### config.mk
export PLATFORM = sky130hd
export DESIGN_NAME = bloco_controle
export DESIGN_NICKNAME = d
export VERILOG_FILES = /design/src/rtl/semaforo_pkg.sv /design/src/rtl/bloco_controle.sv
export SDC_FILE = /design/constraint.sdc
export NUM_CORES = 1
export LEC_CHECK = 0
export CORE_AREA = 4 4 41 43
export DETAILED_ROUTE_END_ITERATION = 10
export DIE_AREA = 0 0 45 47
export PLACE_DENSITY = 0.63
export REMOVE_ABC_BUFFERS = 1
export SLEW_MARGIN = 20
export SYNTH_ARGS = -nofsm -noshare
export SYNTH_HDL_FRONTEND = slang
export SYNTH_SLANG_ARGS = --single-unit
export TNS_END_PERCENT = 5
### constraint.sdc
create_clock -name clk -period 1.5 [get_ports clk]
set_clock_uncertainty 0.1 [all_clocks]
set_input_delay 0.3 -clock clk [delete_from_list [all_inputs] [get_ports clk]]
set_output_delay 0.3 -clock clk [all_outputs]
set_load 0.02 [all_outputs]
### src/rtl/semaforo_pkg.sv
// Shared definitions for the traffic-light controller and its datapath.
// State encoding and timer terminal counts (one tick = 0.25 s).
package semaforo_pkg;

  typedef enum logic [1:0] {
    S_INIT     = 2'd0,
    S_VERDE    = 2'd1,
    S_AMARELO  = 2'd2,
    S_VERMELHO = 2'd3
  } estado_t;

  localparam int CNT_7S  = 27;
  localparam int CNT_5S  = 19;
  localparam int CNT_05S = 1;

endpackage

### src/rtl/bloco_controle.sv
// Traffic-light control FSM: sequences the car/pedestrian lights,
// drives the datapath timers and latches the pedestrian request.
module bloco_controle
  import semaforo_pkg::*;
#(
  parameter bit AUTO_CYCLE = 1'b0
) (
  input  logic       clk,
  input  logic       rst,
  input  logic       botao,
  input  logic       fim_7s,
  input  logic       fim_5s,
  input  logic       fim_05s,
  output logic       load_Reg7s,
  output logic       clear_Reg7s,
  output logic       load_Reg5s,
  output logic       clear_Reg5s,
  output logic       load_Reg05s,
  output logic       clear_Reg05s,
  output logic       carro_verde,
  output logic       carro_amarelo,
  output logic       carro_vermelho,
  output logic       pedestre_verde,
  output logic       pedestre_vermelho,
  output logic       pedido,
  output logic [1:0] estado
);

  estado_t st;
  logic    entra_vermelho;

  assign entra_vermelho = (st == S_AMARELO) && fim_05s;

  always_ff @(posedge clk) begin
    if (rst) begin
      st     <= S_INIT;
      pedido <= 1'b0;
    end else begin
      case (st)
        S_INIT:     st <= S_VERDE;
        S_VERDE:
          if (fim_7s && (pedido || AUTO_CYCLE))
            st <= S_AMARELO;
        S_AMARELO:
          if (fim_05s) st <= S_VERMELHO;
        S_VERMELHO:
          if (fim_5s) st <= S_VERDE;
        default:    st <= S_INIT;
      endcase
      // the request is served by the red phase, so clearing wins
      if (entra_vermelho)
        pedido <= 1'b0;
      else if (botao && st != S_VERMELHO)
        pedido <= 1'b1;
    end
  end

  assign estado = st;

  always_comb begin
    load_Reg7s        = 1'b0;
    clear_Reg7s       = 1'b1;
    load_Reg5s        = 1'b0;
    clear_Reg5s       = 1'b1;
    load_Reg05s       = 1'b0;
    clear_Reg05s      = 1'b1;
    carro_verde       = 1'b0;
    carro_amarelo     = 1'b0;
    carro_vermelho    = 1'b1;
    pedestre_verde    = 1'b0;
    pedestre_vermelho = 1'b1;
    unique case (st)
      S_VERDE: begin
        load_Reg7s     = 1'b1;
        clear_Reg7s    = 1'b0;
        carro_verde    = 1'b1;
        carro_vermelho = 1'b0;
      end
      S_AMARELO: begin
        load_Reg05s    = 1'b1;
        clear_Reg05s   = 1'b0;
        carro_amarelo  = 1'b1;
        carro_vermelho = 1'b0;
      end
      S_VERMELHO: begin
        load_Reg5s        = 1'b1;
        clear_Reg5s       = 1'b0;
        pedestre_verde    = 1'b1;
        pedestre_vermelho = 1'b0;
      end
      default: ;
    endcase
  end

endmodule

==> reports/results.tsv, run 1 <==
metric	value	unit
outcome	finished with violations	
failing checks	negative setup slack	
relative slew slack	73.4	%
delay-heaviest family, CP	compound AO/OA/AOI/OAI gates	
fin nets	67	
Die ar.	0.00212	mm^2
worst-margin pin slew	0.399	ns
global-route wire length before repair	1140	um
fill count	154	
final hold viol count	0	
Hold Buf Count CTS	0	
CTS clk-pin slew, worst paths	0.04	ns
CP peak stage delay	0.40	ns
area grow syn2layout	110	%
post-synthesis sequential area ratio	25.4	%
worst path cell trace	inv_4 -> ha_4 -> a222oi_1 -> mux2_1	
RSZ-0062 raised after global routing	true	
Setup WS post-layout	-0.0574	ns
min cycle time layout	1.56	ns
pre-CTS setup slack	-0.302	ns
TritonCTS clock tree	yes	
CP bufs+invs	1	
GRT Residual Overflow	0	
first drt pass iteration count	4	
Worst Path Required	1.52	ns
maxcap violations	0	
CP Class	flop to flop	
clk sink count	3	
worst hold-check path type	flop to flop	
grt met3 use	6.90	%
TNS Setup	-0.0896	ns
Global Route Usage Sum	7.59	%
CP endpoint kind	flop	
most frequent cells in the layout	buf_4 (10), inv_1 (6), buf_2 (6), clkdlybuf4s50_1 (4)	
critical path peak fanout	5	
clock buffer depth	2	
CP arrival	1.58	ns
commonest non-fill, non-tap cell in the layout	buf_4	
io pins	20	
Pwr Density	2340	mW/mm^2
final setup violation count	2	
# diodes	0	
Initial Util	18.2	%
CTS root buffer	clkbuf_4	
DP Wirelength	567	um
Via density	3.92	
Mapped Cells	28	
placed cells	65	
DRC Markers	0	
vias in the first global route	275	
Tcrit/Tclk final	104	%
Max VDD drop	0.000811	V
area of the core	0.00130	mm^2
Mean Syn Cell Area	8.45	um^2
slowest library cell on the worst path	a222oi_1	
Syn. warnings	0	
startpoint types	flop	
Cell variety after synth	13	
met1 Use GR	9.11	%
largest net degree at the start of global routing	6	
M2 GR Usage	10.7	%
Post-Layout Cell Count	71	
Lkg Pwr	0.253	nW
routed length per instance	10.5	um
Worst-Skew Late Latency	0.24	ns
Max Fclk	642	MHz
post-route ant nets	0	
Layout Utilization	38.1	%
H-tree depth	1	
fraction of layout cells with a size suffix above 1	53.6	%
gpl congestion	0.731	
wirelength, routed	743	um
synthesized flop and latch total	3	
DR vias	278	
initial antenna violation count	0	
# port buffers	19	
die height	47	um
# rows	13	
DRT iter0 DRCs	2	
final max-slew violation count	0	
die width	45	um
Post-Syn Area	236	um^2
Hold WS	0.444	ns
Num CTS Buffers	3	
Top Usage Layer GRT	met2	
area by class of cell:
class                   count  area (um^2)  area share (%)
inverters                   7         28.8            5.81
repair buffers             28          216            43.7
flip-flops and latches      3         67.6            13.6
multi-input cells          14          138            27.8
well taps                  15         18.8            3.79
clock buffers               4         26.3            5.30
state kept, by name (all words and copies together) (netlist names):
register and count:
pedido 1, estado 2
where the power goes:
part           total (W)  leakage [nW]  internal (W)  switching [W]
clock           0.000147        0.0150      0.000100      0.0000467
sequential      0.000183        0.0262      0.000130      0.0000524
combinational   0.000829         0.212      0.000406       0.000423
total            0.00116         0.253      0.000636       0.000522
cells in the mapped netlist:
master / instances / area share (%)
a22o_2: 1 / 4.2
dfxtp_1: 3 / 25
a222oi_1: 1 / 4.2
nor2_1: 2 / 3.2
a21oi_1: 1 / 2.1
buf_4: 4 / 13
nand2b_1: 1 / 2.6
nand2_1: 1 / 1.6
ha_1: 4 / 21
inv_1: 7 / 11
o32ai_1: 1 / 3.7
mux2_1: 1 / 4.8
a211oi_1: 1 / 3.2
repair_timing:
item,CTS,global route
resized for setup,35,22
endpoints found under the setup margin,16,13
cloned,0,0
setup buffers,0,2
pin swaps,2,2
per-layer routing:
layer	wire (um)	vias to the layer above	share of wire [%]
met3	79	0	11
met4	0	0	0
li1	-	145	-
met2	332	13	45
met5	0	-	0
met1	331	120	45
per-stage QoR:
stage	area (um^2)	power, W
floorplan	206	0.000558
global placement	468	0.00103
detailed placement	468	0.00103
CTS	465	0.00107
global route	495	0.00126
finish	495	0.00116
worst paths after layout:
| path | from | end | slack, ns | cells after the start |
|---|---|---|---|---|
| setup reg to reg | estado[1] | estado[1] | -0.06 | 4 |
| hold / removal | pedido | pedido | 0.44 | 2 |
| setup / recovery | estado[1] | estado[1] | -0.06 | 4 |
| hold reg to reg | pedido | pedido | 0.44 | 2 |
worst min-delay path, cell delays in order, from the launching register on:
cell and delay, ns:
dfxtp_1 0.31, a21oi_1 0.12, a211oi_1 0.06
logic make-up after synthesis:
| group | after synthesis | share of synthesized area, % |
|---|---|---|
| buf+inv | 11 | 23.8 |
| compound gates | 5 | 17.5 |
| fa+ha+maj | 4 | 21.2 |
| simple gates | 4 | 7.41 |
| flops | 3 | 25.4 |
| mux | 1 | 4.76 |
No activity file was read; power rests on OpenSTA's default activity.
==> run 2: changes to the inputs <==
PLACE_DENSITY = 0.61   (was 0.63)
clock period = 1.95 ns   (was 1.5 ns; I/O delays follow)
==> run 2 against run 1 <==
  * The flow now finishes without violations
  * Design area is 14% lower
  * Via count is 10% lower
  * Sequential share of layout area is 0.40 points higher
  * Combinational power down 40%
  * Largest cell class unchanged
==> reports/results.tsv, run 2 (same netlist as run 1, synthesis figures left out) <==
metric	value	unit	change
vias in the first global route	253		-8.0%
relative slew slack	71.5	%	-1.9 points
wirelength, routed	627	um	-16%
max FFs per register	2		unchanged
final max-slew violation count	0		unchanged
pre-CTS setup slack	0.0224	ns	+0.325 ns
CTS root buffer	clkbuf_4		
Initial Util	18.2	%	unchanged
Combinational Power Share	68.9	%	-2.7 points
switching share of power	48.4	%	+3.4 points
min cycle time layout	1.83	ns	
final hold viol count	0		unchanged
RSZ-0062 raised after global routing	false		
DRT iter0 DRCs	7		+5
switching power	0.000352	W	-33%
DR vias	250		-10%
Worst-Skew Late Latency	0.24	ns	about the same
outcome	finished, final reports clean		
startpoint types	flop		
Via density	4.03		+3.0%
clk sink count	3		unchanged
Sequential Power Share	15.9	%	about the same
Global Route Usage Sum	7.66	%	+0.073 points
initial antenna violation count	0		unchanged
slowest library cell on the worst path	dfxtp_1		
Max Fclk	547	MHz	
worst-margin pin slew	0.427	ns	+0.0286 ns
# port buffers	19		unchanged
fin nets	58		-13%
H-tree depth	1		unchanged
most frequent cells in the layout	dlygate4sd2_1 (11), clkdlybuf4s50_1 (8), inv_1 (7), ha_1 (4)		
Tcrit/Tclk final	93.8	%	
maxcap violations	0		unchanged
CP peak stage delay	0.39	ns	about the same
final setup violation count	0		-2
CP Class	flop to output pin		
largest net degree at the start of global routing	6		unchanged
CP arrival	1.34	ns	-0.24 ns
Lkg Pwr	0.208	nW	-18%
CP endpoint kind	output pin		
Setup WS post-layout	0.121	ns	+0.179 ns
Pwr Density	1700	mW/mm^2	-27%
post-route ant nets	0		unchanged
worst hold-check path type	flop to flop		
clock buffer depth	2		unchanged
critical path peak fanout	5		unchanged
die height	47	um	unchanged
fraction of layout cells with a size suffix above 1	8.51	%	-45 points
area of the core	0.00130	mm^2	unchanged
worst path cell trace	inv_1 -> ha_1 -> dlygate4sd2_1		
Max VDD drop	0.000747	V	-7.9%
Num CTS Buffers	3		unchanged
TNS Setup	0	ns	+0.0896 ns
# rows	13		unchanged
Final Power	0.000726	W	-37%
area grow syn2layout	81.0	%	
Power Internal	0.000375	W	-41%
DP Wirelength	506	um	-11%
routed length per instance	10.1	um	-3.4%
die width	45	um	unchanged
Die ar.	0.00212	mm^2	unchanged
gpl congestion	0.650		-11%
Worst Path Required	1.46	ns	-0.06 ns
first drt pass iteration count	5		+1
commonest non-fill, non-tap cell in the layout	dlygate4sd2_1		
DRC Markers	0		unchanged
TritonCTS clock tree	yes		
GRT Residual Overflow	0		unchanged
# diodes	0		unchanged
clock share of power	15.2	%	+2.5 points
io pins	20		unchanged
CTS clk-pin slew, worst paths	0.04	ns	about the same
global-route wire length before repair	1060	um	-6.7%
run 2: changes by cell type in the layout (fill, tap and decap cells not counted), moves of 3 or more:
cell             previous run  this run
buf_4                      10         0
dlygate4sd2_1               3        11
clkdlybuf4s50_1             4         8
buf_2                       6         0
ha_1                        1         4
run 2: worst max-delay path: cells and delay by family (launching register included):
family	cells	cell delay, ns
flip-flops	1	0.39
adder cells (fa/ha/maj)	1	0.30
buffers and inverters	2	0.40
run 2: what timing repair did:
item / in CTS / in global routing
resized for setup: 11 / 0
endpoints found under the setup margin: 11 / 0
hold buffers: 0 / 0
endpoints found under the hold margin: 0 / 0
buffers inserted: 0 / 0
run 2: worst paths after layout:
| check | from | endpoint | slack, ns | cells past startpoint |
|---|---|---|---|---|
| worst max register to register | estado[1] | estado[1] | 0.24 | 4 |
| worst max-delay path | estado[0] | carro_vermelho | 0.12 | 3 |
| worst min-delay path | estado[0] | estado[0] | 0.44 | 2 |
| worst min register to register | estado[0] | estado[0] | 0.44 | 2 |
run 2: power groups by stage:
stage / Sequential [W] / Clock (W) / Combinational, W
floorplan: 0.000143 / 0 / 0.000286
global placement: 0.000116 / 0 / 0.000584
detailed placement: 0.000116 / 0 / 0.000584
CTS: 0.000117 / 0.000116 / 0.000511
global route: 0.000120 / 0.000122 / 0.000544
finish: 0.000116 / 0.000110 / 0.000500
run 2: final cells by class:
cell class,instances,area (um^2)
fillers,158,873
flip-flops and latches,3,60.1
clock buffers,4,26.3
repair buffers,19,176
inverters,7,26.3
well taps,15,18.8
multi-input cells,14,120
run 2: per-layer routing:
metal | up-vias | part of all wire (%) | wire length [um] | GRT usage, %
met2 | 12 | 44 | 278 | 11.0
met3 | 0 | 14 | 88 | 5.36
met1 | 112 | 41 | 259 | 7.27
met4 | 0 | 0 | 0 | 7.02
met5 | - | 0 | 0 | 0
li1 | 126 | - | - | -
run 2: stage by stage:
stage	cell area, um^2	hold WS (ns)	instances	utilization [%]
after global routing	428	0.459	62	32.9
after detailed placement	415	0.423	58	31.9
final	428	0.436	62	32.9
after CTS	428	0.440	62	32.9
after global placement	415	0.429	58	31.9
after floorplan	206	0.363	24	-
